File: src/rtl/noc_qos_pkt_scheduler.sv
// Packet-level QoS scheduler for one NoC router output: aged > strict class, round-robin within each, token-bucket rate limiting.
// Latency: req_ready is combinational in the IDLE arbitration cycle; the gnt_* outputs are registered and valid from the next cycle.
// Backpressure: one grant is held until beat_done arrives on its last beat; requests are neither accepted nor arbitrated while BUSY.
//
// Ports:
//   clk, rst                       clock, synchronous active-high reset
//   req_valid/req_prio/req_len     per-port pending packet (len = beats-1)
//   req_ready                      one-cycle accept pulse to the winner
//   cfg_rate/cfg_burst             per-port token refill per cycle and bucket ceiling
//   beat_done                      crossbar consumed one beat of the granted packet
//   gnt_valid/onehot/idx/prio/aged registered description of the active grant
//   token_count                    bucket levels
//   rate_blocked/cost_err          per-port diagnostics
//   grant_cnt                      saturating count of grants issued
module noc_qos_pkt_scheduler #(
    parameter int NUM_PORTS   = 8,
    parameter int PRIO_WIDTH  = 2,
    parameter int LEN_WIDTH   = 4,
    parameter int TOKEN_WIDTH = 16,
    parameter int AGE_LIMIT   = 64
) (
    input  logic                             clk,
    input  logic                             rst,
    input  logic [NUM_PORTS-1:0]             req_valid,
    input  logic [NUM_PORTS*PRIO_WIDTH-1:0]  req_prio,
    input  logic [NUM_PORTS*LEN_WIDTH-1:0]   req_len,
    output logic [NUM_PORTS-1:0]             req_ready,
    input  logic [NUM_PORTS*TOKEN_WIDTH-1:0] cfg_rate,
    input  logic [NUM_PORTS*TOKEN_WIDTH-1:0] cfg_burst,
    input  logic                             beat_done,
    output logic                             gnt_valid,
    output logic [NUM_PORTS-1:0]             gnt_onehot,
    output logic [$clog2(NUM_PORTS)-1:0]     gnt_idx,
    output logic [PRIO_WIDTH-1:0]            gnt_prio,
    output logic                             gnt_aged,
    output logic [NUM_PORTS*TOKEN_WIDTH-1:0] token_count,
    output logic [NUM_PORTS-1:0]             rate_blocked,
    output logic [NUM_PORTS-1:0]             cost_err,
    output logic [31:0]                      grant_cnt
);

    localparam int NUM_CLASS = 2 ** PRIO_WIDTH;
    localparam int IDX_W     = $clog2(NUM_PORTS);
    localparam int AGE_W     = $clog2(AGE_LIMIT + 1);

    typedef enum logic {
        IDLE = 1'b0,
        BUSY = 1'b1
    } state_t;

    state_t                 state;
    logic [LEN_WIDTH-1:0]   beats_left;
    logic [TOKEN_WIDTH-1:0] token    [NUM_PORTS];
    logic [AGE_W-1:0]       wait_cnt [NUM_PORTS];
    logic [IDX_W-1:0]       age_ptr;
    logic [IDX_W-1:0]       cls_ptr  [NUM_CLASS];

    // Unpacked views of the flat per-port buses
    logic [PRIO_WIDTH-1:0]  prio  [NUM_PORTS];
    logic [LEN_WIDTH-1:0]   len   [NUM_PORTS];
    logic [TOKEN_WIDTH-1:0] rate  [NUM_PORTS];
    logic [TOKEN_WIDTH-1:0] burst [NUM_PORTS];
    logic [TOKEN_WIDTH-1:0] cost  [NUM_PORTS];
    logic [NUM_PORTS-1:0]   eligible;
    logic [NUM_PORTS-1:0]   aged;

    // First set bit of mask at or after ptr, wrapping past NUM_PORTS-1.
    // Callers only use the result when mask is non-zero.
    function automatic logic [IDX_W-1:0] rr_pick(input logic [NUM_PORTS-1:0] mask,
                                                 input logic [IDX_W-1:0]     ptr);
        logic             found;
        logic [IDX_W-1:0] idx;
        logic [IDX_W-1:0] cand;
        found = 1'b0;
        idx   = '0;
        for (int i = 0; i < NUM_PORTS; i++) begin
            cand = IDX_W'((int'(ptr) + i) % NUM_PORTS);
            if (!found && mask[cand]) begin
                found = 1'b1;
                idx   = cand;
            end
        end
        return idx;
    endfunction

    always_comb begin
        for (int p = 0; p < NUM_PORTS; p++) begin
            prio[p]  = req_prio[p*PRIO_WIDTH +: PRIO_WIDTH];
            len[p]   = req_len[p*LEN_WIDTH +: LEN_WIDTH];
            rate[p]  = cfg_rate[p*TOKEN_WIDTH +: TOKEN_WIDTH];
            burst[p] = cfg_burst[p*TOKEN_WIDTH +: TOKEN_WIDTH];
            cost[p]  = TOKEN_WIDTH'(len[p]) + TOKEN_WIDTH'(1);
        end
    end

    always_comb begin
        for (int p = 0; p < NUM_PORTS; p++) begin
            eligible[p]     = req_valid[p] && (token[p] >= cost[p]);
            aged[p]         = (wait_cnt[p] == AGE_W'(AGE_LIMIT));
            rate_blocked[p] = req_valid[p] && (token[p] < cost[p]);
            cost_err[p]     = req_valid[p] && (cost[p] > burst[p]);
            token_count[p*TOKEN_WIDTH +: TOKEN_WIDTH] = token[p];
        end
    end

    // ---------------- Arbitration ----------------
    logic [NUM_PORTS-1:0]  cls_mask [NUM_CLASS];
    logic [NUM_PORTS-1:0]  aged_elig;
    logic [PRIO_WIDTH-1:0] top_cls;
    logic                  use_age;
    logic                  win_vld;
    logic [IDX_W-1:0]      win_idx;
    logic [IDX_W-1:0]      win_nxt;

    always_comb begin
        top_cls = '0;
        // Ascending scan so the last non-empty class seen is the highest one
        for (int c = 0; c < NUM_CLASS; c++) begin
            cls_mask[c] = '0;
            for (int p = 0; p < NUM_PORTS; p++) begin
                if (eligible[p] && (prio[p] == PRIO_WIDTH'(c))) begin
                    cls_mask[c][p] = 1'b1;
                end
            end
            if (|cls_mask[c]) begin
                top_cls = PRIO_WIDTH'(c);
            end
        end

        // Age promotion overrides class order entirely
        aged_elig = aged & eligible;
        use_age   = |aged_elig;
        if (use_age) begin
            win_idx = rr_pick(aged_elig, age_ptr);
        end else begin
            win_idx = rr_pick(cls_mask[top_cls], cls_ptr[top_cls]);
        end
        win_nxt = (win_idx == IDX_W'(NUM_PORTS - 1)) ? '0 : win_idx + IDX_W'(1);

        win_vld   = (state == IDLE) && (|eligible);
        req_ready = '0;
        if (win_vld) begin
            req_ready[win_idx] = 1'b1;
        end
    end

    // ---------------- Token buckets and wait counters ----------------
    logic [TOKEN_WIDTH:0]   tok_sum   [NUM_PORTS];
    logic [TOKEN_WIDTH-1:0] tok_clamp [NUM_PORTS];
    logic [TOKEN_WIDTH-1:0] tok_nxt   [NUM_PORTS];
    logic [AGE_W-1:0]       wait_nxt  [NUM_PORTS];

    always_comb begin
        for (int p = 0; p < NUM_PORTS; p++) begin
            // One extra bit so a large refill cannot wrap before the clamp
            tok_sum[p]   = {1'b0, token[p]} + {1'b0, rate[p]};
            tok_clamp[p] = (tok_sum[p] > {1'b0, burst[p]}) ? burst[p]
                                                           : tok_sum[p][TOKEN_WIDTH-1:0];
            tok_nxt[p]   = tok_clamp[p];
            // A burst lowered under cost in the same cycle could make the
            // clamped level smaller than the debit; floor at zero.
            if (req_ready[p]) begin
                tok_nxt[p] = (tok_clamp[p] >= cost[p]) ? tok_clamp[p] - cost[p] : '0;
            end

            if (!req_valid[p] || req_ready[p]) begin
                wait_nxt[p] = '0;
            end else if ((state == BUSY) && gnt_onehot[p]) begin
                wait_nxt[p] = '0;
            end else if (wait_cnt[p] != AGE_W'(AGE_LIMIT)) begin
                wait_nxt[p] = wait_cnt[p] + AGE_W'(1);
            end else begin
                wait_nxt[p] = wait_cnt[p];
            end
        end
    end

    // ---------------- Grant FSM and state registers ----------------
    always_ff @(posedge clk) begin
        if (rst) begin
            state      <= IDLE;
            beats_left <= '0;
            age_ptr    <= '0;
            gnt_valid  <= 1'b0;
            gnt_onehot <= '0;
            gnt_idx    <= '0;
            gnt_prio   <= '0;
            gnt_aged   <= 1'b0;
            grant_cnt  <= '0;
            for (int p = 0; p < NUM_PORTS; p++) begin
                token[p]    <= '0;
                wait_cnt[p] <= '0;
            end
            for (int c = 0; c < NUM_CLASS; c++) begin
                cls_ptr[c] <= '0;
            end
        end else begin
            for (int p = 0; p < NUM_PORTS; p++) begin
                token[p]    <= tok_nxt[p];
                wait_cnt[p] <= wait_nxt[p];
            end

            case (state)
                IDLE: begin
                    if (win_vld) begin
                        state      <= BUSY;
                        beats_left <= len[win_idx];
                        gnt_valid  <= 1'b1;
                        gnt_onehot <= req_ready;
                        gnt_idx    <= win_idx;
                        gnt_prio   <= prio[win_idx];
                        gnt_aged   <= use_age;
                        // Only the pointer that produced this winner advances
                        if (use_age) begin
                            age_ptr <= win_nxt;
                        end else begin
                            cls_ptr[top_cls] <= win_nxt;
                        end
                        if (grant_cnt != 32'hFFFF_FFFF) begin
                            grant_cnt <= grant_cnt + 32'd1;
                        end
                    end
                end
                BUSY: begin
                    if (beat_done) begin
                        if (beats_left == '0) begin
                            state      <= IDLE;
                            gnt_valid  <= 1'b0;
                            gnt_onehot <= '0;
                            gnt_idx    <= '0;
                            gnt_prio   <= '0;
                            gnt_aged   <= 1'b0;
                        end else begin
                            beats_left <= beats_left - LEN_WIDTH'(1);
                        end
                    end
                end
                default: state <= IDLE;
            endcase
        end
    end

endmodule

File: config.mk
export PLATFORM = sky130hd
export DESIGN_NAME = noc_qos_pkt_scheduler
export DESIGN_NICKNAME = d
export VERILOG_FILES = /design/src/rtl/noc_qos_pkt_scheduler.sv
export SDC_FILE = /design/constraint.sdc
export NUM_CORES = 1
export LEC_CHECK = 0
export ABC_AREA = 1
export CORE_MARGIN = 3
export CORE_UTILIZATION = 35
export CTS_BUF_LIST = sky130_fd_sc_hd__clkbuf_4 sky130_fd_sc_hd__clkbuf_8
export CTS_CLUSTER_DIAMETER = 200
export CTS_CLUSTER_SIZE = 8
export DETAILED_ROUTE_END_ITERATION = 8
export DONT_BUFFER_PORTS = 1
export PLACE_DENSITY = 0.54
export SYNTH_ARGS = -nofsm -noshare
export SYNTH_HDL_FRONTEND = slang
export SYNTH_SLANG_ARGS = --single-unit
File: constraint.sdc
create_clock -name clk -period 9.4 [get_ports clk]
set_input_delay 0.94 -clock clk [delete_from_list [all_inputs] [get_ports clk]]
set_output_delay 0.94 -clock clk [all_outputs]
set_load 0.02 [all_outputs]
==> out/results.ini <==
[critical_path]
crit_path_end_kind = primary output
crit_slowest_cell = nor2_4
r2r_start = token[0][2]
critPathArrivalTime_ns = 7.48
worst-path-buf-inv = 6
cp_slowest_stage_delay_ns = 0.60
reg2reg_to = token[0][2]
critPathTopFamily = simple AND/OR/NAND/NOR gates
crit_path_max_fanout = 35
cpMostUsedCell = nand2_1
crit_path_start_kind = input pin
critPathKind = in -> out
r2r_slack_ns = 1.86
cp.required_ns = 8.46
reg2reg_depth = 41

[clock_network]
cts_max_level = 2
clkSlewWorstSetupHoldPaths_ns = 0.06
clock-sinks = 251
cts_inserted_buffers = 37
clk_latency_ns = 0.63
cts-resized-gates = 0
cts_tree = done
cts_buffer_depth = 3
post-cts-setup-buffer-count = 0
root_buffer = clkbuf_8
ctsHoldBuffers = 0

[global_routing]
track_usage = 0.233
grt_max_degree = 69
grt-ovfl-total = 0
first_global_vias = 28800
grt_first_pass_wirelength_um = 164000
antenna_found_initial = 5

[detailed_routing]
ant_nets = 0
drt_iter0_drc = 2046
wl_um = 108000
route.detailed.drc = 0
drtPass1Iterations = 6
avgViaCountPerCell = 5.21
wl_met2_um = 48900
dr_wl_met3_um = 9010
highest_layer = met5
wl_per_cell_um = 18.5
wl_met1_um = 47000
num_vias = 30400

[die]
fp-row-count = 106
die_y_um = 298
die-area_um2 = 88600
fp.dieW_um = 298
coreArea_um2 = 84000
start_util = 0.355
io_pins = 514

[timing]
max_slew_margin = 0.246
period_needed_ns = 8.42
maxSlewViolCount = 0
skew_ns = 0.0650
period_share = 0.895
setup_viol = 0
holdWs_ns = 0.437
setup_tns_ns = 0
tightestPinTransition_ns = 1.12
max_freq_ghz = 0.119
rsz0062_at_grt = no
final-hold-violation-count = 0

[synthesis]
synth_most_common_cell = nand2_1
synthTopCellsByArea = ha_1 (16%), dfxtp_1 (16%), nand2_1 (12%)
yosys_warnings = 0
async_flop_share = 0
syn_area_um2 = 29800
yosysTopAreaCell = ha_1
netlist_top_cells_count = nand2_1 (980), inv_1 (727), nor2_1 (482), ha_1 (392), a21oi_1 (381)
ys_seq_area_frac = 0.173
syn_area_per_cell_um2 = 6.32
synth-edff-count = 12
synth_cell_types = 61
syn-num-nets = 5436
yosysTopAreaCellShare = 0.165
ys.flop_type = dfxtp_1
ys_ff_latch = 251
synthCells = 4713

[status]
status = finished, final reports clean

[power]
power_mw = 13.0
power_density_nw_per_um2 = 412
p_leak_nw = 15.5
worst_ir_drop_vdd_v = 0.000177

[min_path]
min-delay-start = rst
holdPathEnd = gnt_onehot[2]
hold_depth = 1
hold_path.class = in -> reg

[placed_design]
portBuffers = 0
place_congestion = 0.940
dp_hpwl_um = 90900

[final_layout]
nets = 5412
area_growth_pct = 5.81
drive_gt1_frac = 0.0381

[run]
cap_violations = 0

==> logic make-up after synthesis <==
kind of cell             Yosys count  share of synthesized area
buffers and inverters            830                      0.107
adder cells (fa/ha/maj)          408                      0.175
AO/OA/AOI/OAI                    880                      0.167
flip-flops                       251                      0.173
XOR/XNOR                         180                     0.0529
AND/OR/NAND/NOR                 2164                      0.324
==> how the worst max path moves through the flow <==
| stage | startpoint | endpoint | slack [ns] | cells past startpoint |
|---|---|---|---|---|
| finish | req_len[4] | req_ready[5] | 0.98 | 35 |
| global route | req_len[20] | req_ready[5] | 0.34 | 35 |
| floorplan | cfg_rate[82] | token[1][23] | 2.32 | 47 |
| CTS | req_len[4] | req_ready[5] | 1.02 | 34 |
| global placement | req_len[31] | req_ready[5] | 1.20 | 35 |
| detailed placement | req_len[4] | req_ready[5] | 1.04 | 34 |
==> registers in the layout (all words and copies together), names as in the netlist <==
signal and cells:
beats_left 4, age_ptr 3, gnt_idx 3, gnt_valid 1, gnt_prio 2, state 1, grant_cnt 32, wait_cnt 56
cls_ptr 12, token 128, gnt_aged 1, gnt_onehot 8
==> where the power goes <==
group,switching [mW],internal [mW],leakage [nW]
registers,0.708,1.38,2.09
logic,6.90,3.16,13.1
clock network,0.466,0.382,0.299
total,8.07,4.92,15.5
==> placed cells by master (no fill, tap or decap), types with 21 or more instances in the layout <==
cell	n
o211ai_1	32
nor4_1	46
nor3_1	120
xnor2_1	24
inv_1	726
nand2_1	980
nor2_1	482
a211oi_1	30
nand3_1	280
o21ai_1	38
a21oi_1	381
nand2_2	21
dfxtp_1	239
o21bai_1	35
o21ai_0	260
ha_1	392
nand4_1	118
clkbuf_8	38
xor2_1	156
inv_2	25
==> area by class of cell <==
cell class	count	area (um2)
tap	1134	1420
fill	9278	52400
clock buffer	42	553
sequential	251	5140
multi-input combinational	3632	21400
antenna	2	5.00
clock inverter	3	31.3
inverter	760	2860
timing repair buffer	7	52.6
==> per-stage QoR <==
stage	util	instance area [um2]	worst slack, ns	std cells
final	0.375	31500	0.984	5831
after global routing	0.375	31500	0.336	5830
after CTS	0.375	31500	1.02	5829
after detailed placement	0.368	30900	1.04	5784
after global placement	0.368	30900	1.20	5784
after floorplan	-	29800	2.32	4713
==> per-layer routing <==
| layer | vias up | global-route usage |
|---|---|---|
| met5 | - | 0 |
| met2 | 868 | 0.388 |
| met4 | 4 | 0.0673 |
| met3 | 164 | 0.0649 |
| li1 | 15600 | - |
| met1 | 13700 | 0.295 |
No activity file was read; power rests on OpenSTA's default activity.
